File: src/rtl/text_pkg.sv
// Shared constants, pixel type and the character-cell address helper for
// the text renderer.
package text_pkg;

  localparam int CHAR_W   = 8;
  localparam int CHAR_H   = 16;
  localparam int COLS     = 80;
  localparam int ROWS     = 30;
  localparam int PIPE_LAT = 5;
  localparam int RGB_W    = 12;

  typedef logic [RGB_W-1:0] rgb_t;

  // row*80 + col built from two shifts (64 + 16) so no multiplier is inferred.
  // The 13-bit result lets the caller see addresses beyond 4095 and saturate.
  function automatic logic [12:0] cell_addr(input logic [5:0] row, input logic [6:0] col);
    return {1'b0, row, 6'b0} + {3'b0, row, 4'b0} + {6'b0, col};
  endfunction

endpackage

File: src/rtl/text_sync_delay.sv
// sync_delay: fixed-depth shift register with asynchronous reset to a
// configurable value. Used to carry syncs, DE and coordinate low bits
// alongside the character/font lookups.
module sync_delay #(
  parameter int                WIDTH   = 1,
  parameter int                DEPTH   = 1,
  parameter logic [WIDTH-1:0]  RST_VAL = '0
) (
  input  logic             clk,
  input  logic             rst,
  input  logic [WIDTH-1:0] d,
  output logic [WIDTH-1:0] q
);

  logic [WIDTH-1:0] taps [DEPTH];

  // Shift d through DEPTH registers; reset loads every tap with RST_VAL.
  always_ff @(posedge clk or posedge rst) begin
    if (rst) begin
      for (int i = 0; i < DEPTH; i++) taps[i] <= RST_VAL;
    end else begin
      taps[0] <= d;
      for (int i = 1; i < DEPTH; i++) taps[i] <= taps[i-1];
    end
  end

  assign q = taps[DEPTH-1];

endmodule

File: src/rtl/text_renderer.sv
// text_renderer: 80x30 text-mode pixel generator. Five-stage pipeline:
// cell address -> char RAM -> font address -> font ROM -> pixel colour.
// Optional blinking underline cursor when TEXT_CURSOR_EN is defined.
module text_renderer
  import text_pkg::*;
#(
  parameter int   COLS      = text_pkg::COLS,
  parameter int   ROWS      = text_pkg::ROWS,
  parameter rgb_t FG_COLOR  = 12'hFFF,
  parameter rgb_t BG_COLOR  = 12'h000,
  parameter int   BLINK_DIV = 30
) (
  input  logic        i_clk,
  input  logic        i_rst,
  input  logic [9:0]  i_x,
  input  logic [9:0]  i_y,
  input  logic        i_de,
  input  logic        i_hsync,
  input  logic        i_vsync,
`ifdef TEXT_CURSOR_EN
  input  logic [6:0]  i_cur_col,
  input  logic [4:0]  i_cur_row,
`endif
  output logic [11:0] o_ram_addr,
  input  logic [7:0]  i_ram_data,
  output logic [11:0] o_font_addr,
  input  logic [7:0]  i_font_data,
  output rgb_t        o_rgb,
  output logic        o_de,
  output logic        o_hsync,
  output logic        o_vsync,
  output logic        o_wr_ok
);

  localparam logic [9:0] TEXT_H = 10'(ROWS * CHAR_H);

  logic [5:0]  row;
  logic [6:0]  col;
  logic [12:0] addr_full;
  logic        vis;
  logic        cur_hit;
  logic        blink;

  assign row = i_y[9:4];
  assign col = i_x[9:3];
  // Pixels below the text area or outside active video are forced black at S5.
  assign vis = i_de && (i_y < TEXT_H);

  if (COLS == 80) begin : g_addr_shift
    assign addr_full = cell_addr(row, col);
  end else begin : g_addr_mul
    assign addr_full = 13'(int'(row) * COLS + int'(col));
  end

`ifdef TEXT_CURSOR_EN
  logic       vsync_prev;
  logic [7:0] frame_cnt;

  // Count frames on vsync falling edges; toggle the blink phase every BLINK_DIV frames.
  always_ff @(posedge i_clk or posedge i_rst) begin
    if (i_rst) begin
      vsync_prev <= 1'b1;
      frame_cnt  <= '0;
      blink      <= 1'b0;
    end else begin
      vsync_prev <= i_vsync;
      if (vsync_prev && !i_vsync) begin
        if (frame_cnt == 8'(BLINK_DIV - 1)) begin
          frame_cnt <= '0;
          blink     <= ~blink;
        end else begin
          frame_cnt <= frame_cnt + 8'd1;
        end
      end
    end
  end

  assign cur_hit = (row == {1'b0, i_cur_row}) && (col == i_cur_col);
`else
  logic unused_cfg;
  assign unused_cfg = ^BLINK_DIV;
  assign blink      = 1'b0;
  assign cur_hit    = 1'b0;
`endif

  // Lane carried to S5: cursor hit, visibility, pixel-in-glyph x, glyph row.
  logic [8:0] lane_d4;
  logic [3:0] y_d2;
  logic [2:0] x_d4;
  logic [3:0] y_d4;
  logic       vis_d4;
  logic       hit_d4;
  logic       font_bit;

  sync_delay #(.WIDTH(9), .DEPTH(PIPE_LAT - 1), .RST_VAL(9'd0)) u_lane (
    .clk (i_clk),
    .rst (i_rst),
    .d   ({cur_hit, vis, i_x[2:0], i_y[3:0]}),
    .q   (lane_d4)
  );

  sync_delay #(.WIDTH(4), .DEPTH(2), .RST_VAL(4'd0)) u_glyph_row (
    .clk (i_clk),
    .rst (i_rst),
    .d   (i_y[3:0]),
    .q   (y_d2)
  );

  // Syncs idle high, DE idle low, so a flushed pipeline emits blank syncs.
  sync_delay #(.WIDTH(3), .DEPTH(PIPE_LAT), .RST_VAL(3'b011)) u_sync (
    .clk (i_clk),
    .rst (i_rst),
    .d   ({i_de, i_hsync, i_vsync}),
    .q   ({o_de, o_hsync, o_vsync})
  );

  assign {hit_d4, vis_d4, x_d4, y_d4} = lane_d4;

  // Glyph bit, MSB leftmost; cursor inverts the bottom two glyph rows.
  assign font_bit = i_font_data[3'd7 - x_d4] ^ (blink & hit_d4 & (y_d4[3:1] == 3'b111));

  // S1 cell address (saturating), S3 font address, write window flag.
  always_ff @(posedge i_clk or posedge i_rst) begin
    if (i_rst) begin
      o_ram_addr  <= '0;
      o_font_addr <= '0;
      o_wr_ok     <= 1'b0;
    end else begin
      o_ram_addr  <= (addr_full > 13'd4095) ? 12'hFFF : addr_full[11:0];
      o_font_addr <= {i_ram_data, y_d2};
      o_wr_ok     <= (i_y >= TEXT_H);
    end
  end

  // S5 pixel colour.
  always_ff @(posedge i_clk or posedge i_rst) begin
    if (i_rst) begin
      o_rgb <= '0;
    end else begin
      o_rgb <= vis_d4 ? (font_bit ? FG_COLOR : BG_COLOR) : rgb_t'(0);
    end
  end

endmodule

File: config.mk
export PLATFORM = sky130hd
export DESIGN_NAME = text_renderer
export DESIGN_NICKNAME = d
export VERILOG_FILES = /design/src/rtl/text_pkg.sv /design/src/rtl/text_sync_delay.sv /design/src/rtl/text_renderer.sv
export SDC_FILE = /design/constraint.sdc
export NUM_CORES = 1
export LEC_CHECK = 0
export CAP_MARGIN = 30
export CORE_MARGIN = 2
export CORE_UTILIZATION = 40
export CTS_CLUSTER_DIAMETER = 100
export DETAILED_ROUTE_END_ITERATION = 10
export PLACE_DENSITY = 0.69
export RECOVER_POWER = 100
export SLEW_MARGIN = 40
export SYNTH_ARGS = -nofsm -noshare
export SYNTH_HDL_FRONTEND = slang
export SYNTH_HIERARCHICAL = 1
export SYNTH_SLANG_ARGS = --single-unit
File: constraint.sdc
create_clock -name i_clk -period 3 [get_ports i_clk]
set_clock_uncertainty 0.05 [all_clocks]
set_input_delay 0.6 -clock i_clk [delete_from_list [all_inputs] [get_ports i_clk]]
set_output_delay 0.6 -clock i_clk [all_outputs]
set_load 0.01 [all_outputs]
==> impl_metrics.json, run 1 <==
{
  "cts_tree": "built",
  "start_util_pct": 41.9,
  "drv_slew": 0,
  "cp.required_ns": 3.16,
  "ant_nets": 0,
  "totalWireLength_mm": 3.74,
  "via_count": 1281,
  "rsz0062_at_grt": "false",
  "die_x_um": 80.4,
  "drive_gt1_share_pct": 13.2,
  "worst-path-buf-inv": 3,
  "tightest_slew_ns": 0.683,
  "grt_max_degree": 20,
  "cts_buffers": 9,
  "regToRegStartpoint": "u_lane/q[4]$_DFF_PP0_",
  "grt_pass1_wl_mm": 6.02,
  "antenna_cells": 0,
  "setup_violations": 0,
  "viasPerCell": 4.27,
  "die_y_um": 80.4,
  "fin_crit_ns": 2.75,
  "design_area_mm2": 0.00330,
  "path_class": "input port to flop",
  "synthesis.nets": 205,
  "coreArea_mm2": 0.00557,
  "vdd_drop_max_uv": 297,
  "crit_start": "i_y[4]",
  "finalCritPeriodShare_pct": 91.7,
  "grt_remaining_overflow": 0,
  "p_per_area_mw_per_mm2": 608,
  "dp_hpwl_mm": 2.84,
  "wl_per_cell_um": 12.5,
  "die_area_mm2": 0.00647,
  "finalNetCount": 277,
  "p_total_w": 0.00200,
  "root_buffer": "clkbuf_8",
  "worstPathCellList": "dlygate4sd3_1 > inv_1 > fa_1 > inv_1 > fa_1 > a211o_1 > o211ai_1 > o2bb2ai_1 > o21bai_1",
  "postSynthCellCount": 151,
  "startpoint_type": "input port",
  "route.detailed.drc": 0,
  "clk_path_buf_depth": 2,
  "numPortBuffers": 80,
  "row_count": 27,
  "maxCapViolCount": 0,
  "status": "completed",
  "crit_path_max_fanout": 3,
  "hold_viol_final": 0,
  "path_clk_slew_ns": 0.06,
  "crit_family": "adder cells",
  "cts_sinks": 65,
  "crit_slowest_cell": "dlygate4sd3_1",
  "fmax_mhz": 364,
  "relSlewSlack_pct": 54.4,
  "slowest_delay_ns": 0.54,
  "antenna_found_initial": 0,
  "synth_area_mm2": 0.00234,
  "io-pin-count": 81,
  "worstHoldPathType": "flop to flop",
  "place.gp.congestion": 0.783,
  "arrival_ns": 2.91,
  "p_leak_nw": 1.53,
  "grt_pass1_vias": 1324,
  "drtIter0Drc": 63,
  "clock_latency_ns": 0.32,
  "post_cts.repair.setup_buffers": 0,
  "placed_area_mm2": 0.00309,
  "post_cts_resized": 0,
  "worstSetupEndpointType": "flop",
  "min_from": "u_glyph_row/taps[7]$_DFF_PP0_",
  "syn_area_per_cell_um2": 15.5,
  "synth_warnings": 6,
  "area_growth_pct": 41.2,
  "cts_htree_levels": 3,
  "postCtsHoldBufs": 0,
  "track_usage_pct": 12.9,
  "first_pass_iters": 4
}
## final timing paths
path / endpoint / slack, ns / cells after the start
setup / recovery: o_ram_addr[11]$_DFF_PP0_ / 0.25 / 9
hold / removal: u_glyph_row/q[3]$_DFF_PP0_ / 0.29 / 0
setup reg to reg: o_rgb[10]$_DFF_PP0_ / 1.69 / 3
hold reg to reg: u_glyph_row/q[3]$_DFF_PP0_ / 0.29 / 0
max in group asynchronous: o_ram_addr[9]$_DFF_PP0_ / 1.42 / 3
min in group asynchronous: u_glyph_row/q[3]$_DFF_PP0_ / 0.69 / 2
## placed cells by master, fill, tap and decap left out, types with 2 or more instances in the layout
cell             count
a211o_1              2
a21o_1               2
a21oi_1              2
buf_4                3
clkbuf_1             3
clkbuf_8            13
clkdlybuf4s50_1     18
dfrtp_1             55
dfstp_2             10
dlygate4sd3_1       62
fa_1                 2
ha_1                11
inv_1               10
mux4_1               2
nand2_1              4
nand3_1              4
nand3b_1             7
nor2_1               2
o211ai_1             2
## registers in the layout, indices dropped and copies added (netlist names)
register / flops
o_ram_addr: 12
o_font_addr: 12
u_glyph_row/q: 4
o_wr_ok: 1
u_sync/q: 3
u_lane/taps: 12
o_rgb: 1
u_lane/q: 4
u_glyph_row/taps: 4
u_sync/taps: 12
## cell type report
type                       instances  area (um^2)
tap                               72         90.1
fill                             458         2270
clock inverter                     2         35.0
sequential                        65         1640
inverter                          10         37.5
timing repair buffer              85          831
multi-input combinational         52          484
clock buffer                      14          183
## per-layer routing
| metal | wire length (um) | global-route usage [%] | up-vias |
|---|---|---|---|
| met5 | 0 | 0 | - |
| met3 | 263 | 5.17 | 5 |
| met2 | 1940 | 20.3 | 48 |
| met4 | 48 | 6.61 | 0 |
| li1 | - | - | 632 |
| met1 | 1490 | 15.1 | 596 |
## report_power, final
part	switching [W]	internal, W
logic	0.000121	0.000155
clock network	0.000291	0.000474
registers	0.0000184	0.000946
total	0.000430	0.00157
## per-stage QoR
step           cells  setup TNS, ns  setup slack, ns  hold slack, ns  utilization [%]
3_5_place_dp     284        -0.0344          -0.0344           0.285             55.4
2_1_floorplan    151              0            0.522           0.281                -
3_3_place_gp     284              0           0.0112           0.282             55.4
4_1_cts          300              0            0.328           0.294             59.3
6_report         300              0            0.249           0.291             59.2
5_1_grt          300              0            0.162           0.302             59.2
(Power assumes the default switching activity.)
==> run 2: changes to the inputs <==
Settings changed: CORE_UTILIZATION 40 to 45, PLACE_DENSITY 0.69 to 0.76, SLEW_MARGIN 40 to default.
==> run 2 against run 1 <==
Net effect: flip-flop and latch count stayed put; clock-buffer cell count fell by 1; hold slack got worse by 0.0046 ns; wire length grew 2.4%; sequential power about the same; non-clock buffer count decreased by 1; total power up 1.7%; first-iteration DRC count is 11% lower; critical endpoint unchanged.
==> impl_metrics.json, run 2 (synthesis gave the netlist of run 1 again) <==
{
  "antenna_found_initial": 0,
  "p_sw_w": 0.000426,
  "tightest_slew_ns": 0.742,
  "place.gp.congestion": 0.799,
  "hold_path_depth": 0,
  "vdd_drop_max_uv": 250,
  "mostFrequentLayoutCells": "dlygate4sd3_1, dfrtp_1, clkdlybuf4s50_1, ha_1, clkbuf_8",
  "drv_slew": 0,
  "area_growth_pct": 41.2,
  "grt_pass1_vias": 1370,
  "start_util_pct": 46.1,
  "regToRegStartpoint": "u_lane/q[4]$_DFF_PP0_",
  "crit_path_max_fanout": 3,
  "ff2ff_setup_slack_ns": 1.70,
  "min_to": "u_glyph_row/q[0]$_DFF_PP0_",
  "clk_path_buf_depth": 2,
  "status": "completed",
  "sw_frac_of_total_pct": 20.9,
  "r2r-end": "o_rgb[10]$_DFF_PP0_",
  "drtIter0Drc": 56,
  "p_clk_share_pct": 39.1,
  "min_from": "u_glyph_row/taps[4]$_DFF_PP0_",
  "grt_pass1_wl_mm": 6.69,
  "grt.met2_usage_pct": 25.3,
  "antenna_cells": 0,
  "grt_use_met1_pct": 17.8,
  "cts_tree": "built",
  "totalWireLength_mm": 3.83,
  "internal_power_w": 0.00161,
  "path_class": "input port to flop",
  "grtUsageMet3_pct": 5.92,
  "root_buffer": "clkbuf_8",
  "row_count": 26,
  "die_x_um": 76.1,
  "finalCritPeriodShare_pct": 91.9,
  "coreArea_mm2": 0.00507,
  "cts_htree_levels": 3,
  "p_per_area_mw_per_mm2": 618,
  "cts_sinks": 65,
  "cts_buffers": 9,
  "postCtsHoldBufs": 0,
  "startpoint_type": "input port",
  "fin_crit_ns": 2.76,
  "post_cts.repair.setup_buffers": 0,
  "first_pass_iters": 4,
  "path_clk_slew_ns": 0.07,
  "tns_ns": 0,
  "final_common_cell": "dlygate4sd3_1",
  "rsz0062_at_grt": "false",
  "busiest_layer": "met2",
  "fmax_mhz": 363,
  "seq_power_share_pct": 47.3,
  "clock_latency_ns": 0.31,
  "track_usage_pct": 15.3,
  "cp.required_ns": 3.14,
  "drive_gt1_share_pct": 12.8,
  "worstHoldPathType": "flop to flop",
  "hold_viol_final": 0,
  "grt_remaining_overflow": 0,
  "post_cts_resized": 0,
  "die_area_mm2": 0.00579,
  "relSlewSlack_pct": 50.5,
  "via_count": 1332,
  "route.detailed.drc": 0,
  "worstSetupEndpointType": "flop",
  "wl_per_cell_um": 12.9,
  "setup_violations": 0,
  "p_leak_nw": 1.53,
  "numPortBuffers": 80,
  "num-fill-cells": 401,
  "finalNetCount": 276,
  "ant_nets": 0,
  "hold_ws_ns": 0.286,
  "combPwrFrac_pct": 13.6,
  "grt_max_degree": 17,
  "maxCapViolCount": 0,
  "io-pin-count": 81,
  "dp_hpwl_mm": 2.89,
  "arrival_ns": 2.90,
  "die_y_um": 76.1,
  "viasPerCell": 4.48,
  "r2r_cells": 3
}
run 2: per-layer routing:
| layer | share of wire [%] | vias to the layer above | routed length (um) |
|---|---|---|---|
| li1 | - | 624 | - |
| met1 | 41 | 647 | 1560 |
| met2 | 51 | 59 | 1950 |
| met3 | 7.6 | 2 | 293 |
| met4 | 0.76 | 0 | 29 |
| met5 | 0 | - | 0 |
run 2: cell type report:
type	count	area (um^2)	area share, %
clock buffers	13	159	4.82
clock inverters	3	65.1	1.97
inverters	10	37.5	1.14
multi-input cells	52	484	14.7
flip-flops and latches	65	1640	49.7
well taps	70	87.6	2.65
repair buffers	84	827	25.1
run 2: worst max-delay path: stages:
cell and delay (ns):
dlygate4sd3_1 0.55, inv_1 0.06, fa_1 0.49, inv_1 0.07
fa_1 0.46, a211o_1 0.30, o211ai_1 0.13, o2bb2ai_1 0.15
o21bai_1 0.09
run 2: power groups by stage:
stage	combinational [W]	clock [W]	sequential, W
6_report	0.000277	0.000798	0.000964
5_1_grt	0.000304	0.000862	0.000972
4_1_cts	0.000306	0.000822	0.000968
3_5_place_dp	0.000303	0	0.000983
3_3_place_gp	0.000298	0	0.000981
2_1_floorplan	0.000127	0	0.000999
run 2: per-stage QoR:
stage                     power (W)  instances  worst slack, ns  util, %  cell area (um^2)
after floorplan             0.00113        151            0.522        -              2340
after global placement      0.00128        281           0.0122     60.7              3080
after detailed placement    0.00129        281          -0.0218     60.7              3080
after CTS                   0.00210        297            0.314     65.1              3300
after global routing        0.00214        297            0.105     65.0              3300
final                       0.00204        297            0.242     65.0              3300
run 2: worst max path at each step:
stage | start | end | slack, ns | depth (start not counted)
6_report | i_y[4] | o_ram_addr[11]$_DFF_PP0_ | 0.24 | 9
5_1_grt | i_y[4] | o_ram_addr[11]$_DFF_PP0_ | 0.10 | 9
4_1_cts | i_y[4] | o_ram_addr[11]$_DFF_PP0_ | 0.31 | 9
3_5_place_dp | i_y[4] | o_ram_addr[11]$_DFF_PP0_ | -0.02 | 9
3_3_place_gp | i_y[4] | o_ram_addr[11]$_DFF_PP0_ | 0.01 | 9
2_1_floorplan | i_x[9] | o_ram_addr[11]$_DFF_PP0_ | 0.52 | 8
==> run 3: changes to the inputs <==
Settings changed: GPL_ROUTABILITY_DRIVEN from default to 0.
==> results of run 3 <==
No change in the layout: final DEF, timing and power equal those of run 2.
